### src/rtl/result_fifo_bank_if.sv
// Bundle of the PE-cube result signals: per-lane push/pop strobes and data,
// group select, error clear, and the packed write word, fill flag and errors
// returned to the controller.
interface result_fifo_bank_if #(
    parameter int LANES = 27
);
    logic [LANES-1:0]   iResultValid;
    logic [8*LANES-1:0] iResultData;
    logic [LANES-1:0]   iResultRdEn;
    logic [2:0]         iResultFifoSel;
    logic               iClrErr;
    logic               oAllResultFifoHasData;
    logic [31:0]        oWrData;
    logic [1:0]         oErr;

    // Controller / PE side drives strobes and data, observes the bank outputs.
    modport master (
        output iResultValid, iResultData, iResultRdEn, iResultFifoSel, iClrErr,
        input  oAllResultFifoHasData, oWrData, oErr
    );

    // The bank itself.
    modport slave (
        input  iResultValid, iResultData, iResultRdEn, iResultFifoSel, iClrErr,
        output oAllResultFifoHasData, oWrData, oErr
    );
endinterface

### src/rtl/result_fifo_bank.sv
// result_fifo_bank: one 8-bit FIFO per PE lane (LANES = ARRAY*BLOCK*CUBE).
// Pops land in a per-lane read register one cycle later; a 4-lane group of
// those registers, chosen by iResultFifoSel, is packed into oWrData.
// Optional macro SC_RESULT_FIFO_STATUS_EN enables sticky overflow/underflow
// flags on oErr; without it oErr is constant zero and iClrErr is ignored.
module result_fifo_bank #(
    parameter int ARRAY_NUM  = 3,
    parameter int BLOCK_NUM  = 3,
    parameter int CUBE_NUM   = 3,
    parameter int FIFO_DEPTH = 4
) (
    input  logic              iClk,
    input  logic              iRst,
    result_fifo_bank_if.slave bus
);
    localparam int LANES = ARRAY_NUM * BLOCK_NUM * CUBE_NUM;
    localparam int AW    = $clog2(FIFO_DEPTH);
    localparam int CW    = $clog2(FIFO_DEPTH) + 1;
    // 3-bit select times 4 lanes per group addresses 32 lane slots.
    localparam int SLOTS = 32;

    logic [LANES-1:0]   nonempty_next;
    logic [8*LANES-1:0] rd_q_flat;
    logic [7:0]         lane_pad [SLOTS];
    logic               all_has_data_reg;

`ifdef SC_RESULT_FIFO_STATUS_EN
    logic [LANES-1:0]   ovf_vec;
    logic [LANES-1:0]   udf_vec;
    logic [1:0]         err_reg;
`endif

    for (genvar gi = 0; gi < LANES; gi++) begin : g_lane
        logic [7:0]    mem_reg [FIFO_DEPTH];
        logic [AW-1:0] wr_ptr_reg;
        logic [AW-1:0] rd_ptr_reg;
        logic [CW-1:0] count_reg;
        logic [CW-1:0] count_next;
        logic [7:0]    rd_q_reg;
        logic          full;
        logic          empty;
        logic          pop_ok;
        logic          push_ok;

        assign full    = (count_reg == CW'(FIFO_DEPTH));
        assign empty   = (count_reg == '0);
        assign pop_ok  = bus.iResultRdEn[gi] && !empty;
        // A pop in the same cycle frees the slot, so a full lane still accepts.
        assign push_ok = bus.iResultValid[gi] && (!full || pop_ok);

        // Occupancy after this cycle's accepted push and pop.
        always_comb begin
            count_next = count_reg;
            if (push_ok && !pop_ok) begin
                count_next = count_reg + CW'(1);
            end else if (!push_ok && pop_ok) begin
                count_next = count_reg - CW'(1);
            end
        end

        assign nonempty_next[gi]       = (count_next != '0);
        assign rd_q_flat[8*gi +: 8]    = rd_q_reg;

        // Lane storage; contents need no reset because the pointers define validity.
        always_ff @(posedge iClk) begin
            if (!iRst && push_ok) begin
                mem_reg[wr_ptr_reg] <= bus.iResultData[8*gi +: 8];
            end
        end

        // Pointers, count and the registered read port; empty pops return zero.
        always_ff @(posedge iClk) begin
            if (iRst) begin
                wr_ptr_reg <= '0;
                rd_ptr_reg <= '0;
                count_reg  <= '0;
                rd_q_reg   <= 8'h00;
            end else begin
                count_reg <= count_next;
                if (push_ok) begin
                    wr_ptr_reg <= wr_ptr_reg + AW'(1);
                end
                if (pop_ok) begin
                    rd_ptr_reg <= rd_ptr_reg + AW'(1);
                    rd_q_reg   <= mem_reg[rd_ptr_reg];
                end else if (bus.iResultRdEn[gi]) begin
                    rd_q_reg   <= 8'h00;
                end
            end
        end

`ifdef SC_RESULT_FIFO_STATUS_EN
        assign ovf_vec[gi] = bus.iResultValid[gi] && full && !bus.iResultRdEn[gi];
        assign udf_vec[gi] = bus.iResultRdEn[gi] && empty;
`endif
    end

    // Pad the read registers out to 32 slots so out-of-range lanes read as zero.
    for (genvar gi = 0; gi < SLOTS; gi++) begin : g_pad
        if (gi < LANES) begin : g_real
            assign lane_pad[gi] = rd_q_flat[8*gi +: 8];
        end else begin : g_zero
            assign lane_pad[gi] = 8'h00;
        end
    end

    // Byte j of the write word is lane 4*sel + j.
    for (genvar gi = 0; gi < 4; gi++) begin : g_word
        assign bus.oWrData[8*gi +: 8] = lane_pad[{bus.iResultFifoSel, 2'(gi)}];
    end

    // Fill flag tracks post-update occupancy of every lane.
    always_ff @(posedge iClk) begin
        if (iRst) begin
            all_has_data_reg <= 1'b0;
        end else begin
            all_has_data_reg <= &nonempty_next;
        end
    end

    assign bus.oAllResultFifoHasData = all_has_data_reg;

`ifdef SC_RESULT_FIFO_STATUS_EN
    // Sticky error flags; a new event in the clearing cycle keeps its flag set.
    always_ff @(posedge iClk) begin
        if (iRst) begin
            err_reg <= 2'b00;
        end else begin
            err_reg <= (bus.iClrErr ? 2'b00 : err_reg) | {(|udf_vec), (|ovf_vec)};
        end
    end

    assign bus.oErr = err_reg;
`else
    logic unused_clr_err;
    assign unused_clr_err = bus.iClrErr;
    assign bus.oErr       = 2'b00;
`endif

endmodule

### src/flat_wrapper.sv
// flat-port wrapper written by rule: the top's interface ports become plain ports
module result_fifo_bank_flat 
#(
    parameter int ARRAY_NUM  = 3,
    parameter int BLOCK_NUM  = 3,
    parameter int CUBE_NUM   = 3,
    parameter int FIFO_DEPTH = 4
)
  (iClk, iRst, bus_iResultValid, bus_iResultData, bus_iResultRdEn, bus_iResultFifoSel, bus_iClrErr, bus_oAllResultFifoHasData, bus_oWrData, bus_oErr);
  result_fifo_bank_if #(.LANES((27))) bus_i ();
  input  logic iClk;
  input  logic iRst;
  input wire logic [$bits(bus_i.iResultValid)-1:0] bus_iResultValid;
  input wire logic [$bits(bus_i.iResultData)-1:0] bus_iResultData;
  input wire logic [$bits(bus_i.iResultRdEn)-1:0] bus_iResultRdEn;
  input wire logic [$bits(bus_i.iResultFifoSel)-1:0] bus_iResultFifoSel;
  input wire logic [$bits(bus_i.iClrErr)-1:0] bus_iClrErr;
  output wire logic [$bits(bus_i.oAllResultFifoHasData)-1:0] bus_oAllResultFifoHasData;
  output wire logic [$bits(bus_i.oWrData)-1:0] bus_oWrData;
  output wire logic [$bits(bus_i.oErr)-1:0] bus_oErr;
  assign bus_i.iResultValid = bus_iResultValid;
  assign bus_i.iResultData = bus_iResultData;
  assign bus_i.iResultRdEn = bus_iResultRdEn;
  assign bus_i.iResultFifoSel = bus_iResultFifoSel;
  assign bus_i.iClrErr = bus_iClrErr;
  assign bus_oAllResultFifoHasData = bus_i.oAllResultFifoHasData;
  assign bus_oWrData = bus_i.oWrData;
  assign bus_oErr = bus_i.oErr;
  result_fifo_bank #(.ARRAY_NUM(ARRAY_NUM), .BLOCK_NUM(BLOCK_NUM), .CUBE_NUM(CUBE_NUM), .FIFO_DEPTH(FIFO_DEPTH)) u_core (.iClk(iClk), .iRst(iRst), .bus(bus_i));
endmodule
### config.mk
export PLATFORM = sky130hd
export DESIGN_NAME = result_fifo_bank_flat
export DESIGN_NICKNAME = d
export VERILOG_FILES = /design/src/rtl/result_fifo_bank_if.sv /design/src/rtl/result_fifo_bank.sv /design/src/flat_wrapper.sv
export SDC_FILE = /design/constraint.sdc
export NUM_CORES = 2
export LEC_CHECK = 0
export CAP_MARGIN = 10
export CORE_ASPECT_RATIO = 0.5
export CORE_MARGIN = 2
export CORE_UTILIZATION = 36
export CTS_BUF_LIST = sky130_fd_sc_hd__clkbuf_8
export DETAILED_ROUTE_END_ITERATION = 7
export SLEW_MARGIN = 20
export SYNTH_ARGS = -nofsm -noshare
export SYNTH_HDL_FRONTEND = slang
export SYNTH_SLANG_ARGS = --single-unit
### constraint.sdc
create_clock -name iClk -period 5.19 [get_ports iClk]
set_input_delay 1.038 -clock iClk [delete_from_list [all_inputs] [get_ports iClk]]
set_output_delay 1.038 -clock iClk [all_outputs]
set_load 0.005 [all_outputs]
==> results.md <==
* Most frequent cells in the layout: edfxtp_1 (864), dfxtp_1 (460), nor2_1 (433), clkdlybuf4s50_1 (303), mux4_2 (248)
* Hold/Removal Path Class: flip-flop to flip-flop
* Mean area per synthesized cell at between 10 and 15 sq um
* Top cells by area, synth: edfxtp_1 (47%), dfxtp_1 (17%), mux4_2 (10%), ha_1 (4.3%), nor2_1 (2.9%)
* RSZ-0062 raised after global routing: no
* Layout cell share with drive strength beyond 1 at about an eighth
* Pwr/cell area at 450 mW/mm^2
* Area growth syn-to-layout at 16.0%
* I/O pin count at 311
* Distinct cells, synth at 68
* Gp weighted congestion at 0.823
* Setup TNS at 0 ps
* Initial antenna violation count at 36
* Hold_buf cts at 0
* Max-slew violation count at 0
* CP startpoint kind: input pin
* Grt ovf at 0
* HPWL after DPL at 93.0 mm
* Critical setup path kind: input pin to output port
* Vias per cell at 4.96
* Cell count after synthesis at roughly 4000
* Yosys top cell area share at 46.9%
* Number of synthesized flops with an enable pin at 864
* First-pass GRT wire length at 193 mm
* Crit-path max FO at 29
* Site Rows at ~100
* DRT iter0 DRCs at 2360
* Routed wire per std cell at 19.9 um
* Max FFs per register at between 800 and 900
* Clk root buf: clkbuf_8
* Post-synth top area cell: edfxtp_1
* Setup Skew at 40.7 ps
* Die W at roughly 560 um
* Most common cell after layout, fill and taps aside: edfxtp_1
* Die area at roughly 0.16 sq mm
* Slew Limit Headroom at a little over a third
* Vias in the first global route at 32700
* DRC violations left at 0
* Post-synthesis sequential area ratio at 63.5%
* Layout fillers at 13700
* Via count at 32200
* Postcts setup bufs at 0
* Total Power Consumption at 28900 uW
* Crit path time final at approximately 4300 ps
* Clock Tree Buf Depth at 3
* LEAKAGE at 0.0223 uW
* Pre-antenna DRT Iters at 5
* Hold path start: u_core.g_lane[20].wr_ptr_reg[1]
* Drt total wl at 129 mm
* R2r startpoint: u_core.g_lane[6].count_reg[0]
* Hold Vio Cnt, Final at 0
* Antenna-violating nets left at 0
* Buffers on Ports at 307
* Prevailing post-synth register cell: edfxtp_1
* Placed Area at ~0.060 sq mm
* Peak supply drop at 202 uV
* Crit path DAT at 3290 ps
* Worst skew pair latency at slightly below 900 ps
* Crit end category: output port
* PostCTS Resize Cnt at 0
* Max Cap Viol at 0
* Total CTS buffers at 192
* Setup violators final at 0
* H-tree levels at 4
* Synthesized flop and latch total at 1324
* Tcrit/Tclk final at 83.4%
* Data required, critical path at 4150 ps
* Synth warnings at 0
* CTS tree: done
* Die Height at 281 um
* Highest clock rate at 0.231 GHz
* Setup crit start: bus_iResultFifoSel[1]
* Clock-pin slew on the worst setup and hold paths at 60 ps
* Core area at 0.152 sq mm
* Async SR Flop Fraction at 0%
* Least-Margin Pin Slew at 969 ps
* Starting Density at about 36%
* Syn Std Cell Area at ~0.055 sq mm
* Sink Count at around 1300
* Final net count at 4718
* Status: complete, no violations
* Largest net degree at the start of global routing at between 80 and 90
* Final Util at a little over two fifths
* Overall routing resource usage at 16.2%
* Design Area, Final at 0.0643 sq mm
synthesized netlist by cell type (all sizes together) (10+ instances only):
library cell	count
nand3b	29
a32oi	10
dfxtp	460
o21ai	86
inv	168
a211oi	16
buf	35
mux4	248
nand3	47
a31oi	20
ha	189
edfxtp	864
mux2	28
nor2b	182
nand2b	47
clkbuf	175
and3b	16
a22oi	126
a211o	12
nor3	10
nor3b	11
a31o	10
nor2	433
and2	125
a21oi	166
xnor2	83
o211ai	20
nor4bb	12
mux2i	72
xor2	27
nand2	105
and3	13
cell families (layout without fill, tap and decap cells):
| kind of cell | Yosys count | count (layout) | synth area share, % |
|---|---|---|---|
| xor+xnor | 110 | 110 | 1.74 |
| simple gates | 1051 | 1051 | 9.65 |
| flops | 1324 | 1324 | 63.5 |
| compound gates | 536 | 536 | 6.27 |
| buf+inv | 379 | 861 | 2.61 |
| mux | 348 | 348 | 12.0 |
| fa+ha+maj | 190 | 190 | 4.29 |
| other cells | 1 | 28 | 0.00677 |
path summary, 6_finish.rpt:
path                                      end  slack [ps]  cells after the start
max                           bus_oWrData[16]         860                      5
min           u_core.g_lane[20].wr_ptr_reg[1]         500                      2
max reg2reg  u_core.bus.oAllResultFifoHasData        2370                      9
min reg2reg   u_core.g_lane[20].wr_ptr_reg[1]         500                      2
layout make-up:
type,instances,area [sq um],share of cell area (%)
multi-input combinational,2237,18800,29.2
inverter,169,634,0.987
sequential,1324,35200,54.7
clock buffer,211,2900,4.52
tap,2060,2580,4.01
clock inverter,152,862,1.34
antenna,26,65.1,0.101
timing repair buffer,329,3270,5.09
where the power goes:
group	total [uW]	leakage (uW)	internal, uW	switching (uW)
Clock	8120	0.00222	4070	4050
Combinational	7150	0.00852	3480	3670
Sequential	13700	0.0116	12400	1280
Total	28900	0.0223	19900	9010
worst max-delay path, stage by stage:
cell             delay [ps]
buf_4                   500
buf_4                   440
mux4_2                  480
mux2_2                  340
clkdlybuf4s50_1         450
per-stage QoR:
stage               setup slack (ps)  hold WS, ps  cells
CTS                              860          507   6482
detailed placement               862          497   6119
floorplan                       1510          469   3940
finish                           863          504   6508
global route                     807          531   6500
global placement                 908          476   6119
per-layer routing:
layer	GRT usage, %	wire [um]	vias up
li1	-	-	15200
met1	20.5	55400	16100
met2	27.7	65100	678
met3	3.10	5740	213
met4	5.65	2870	16
met5	0	99	-
(Power assumes the default switching activity.)
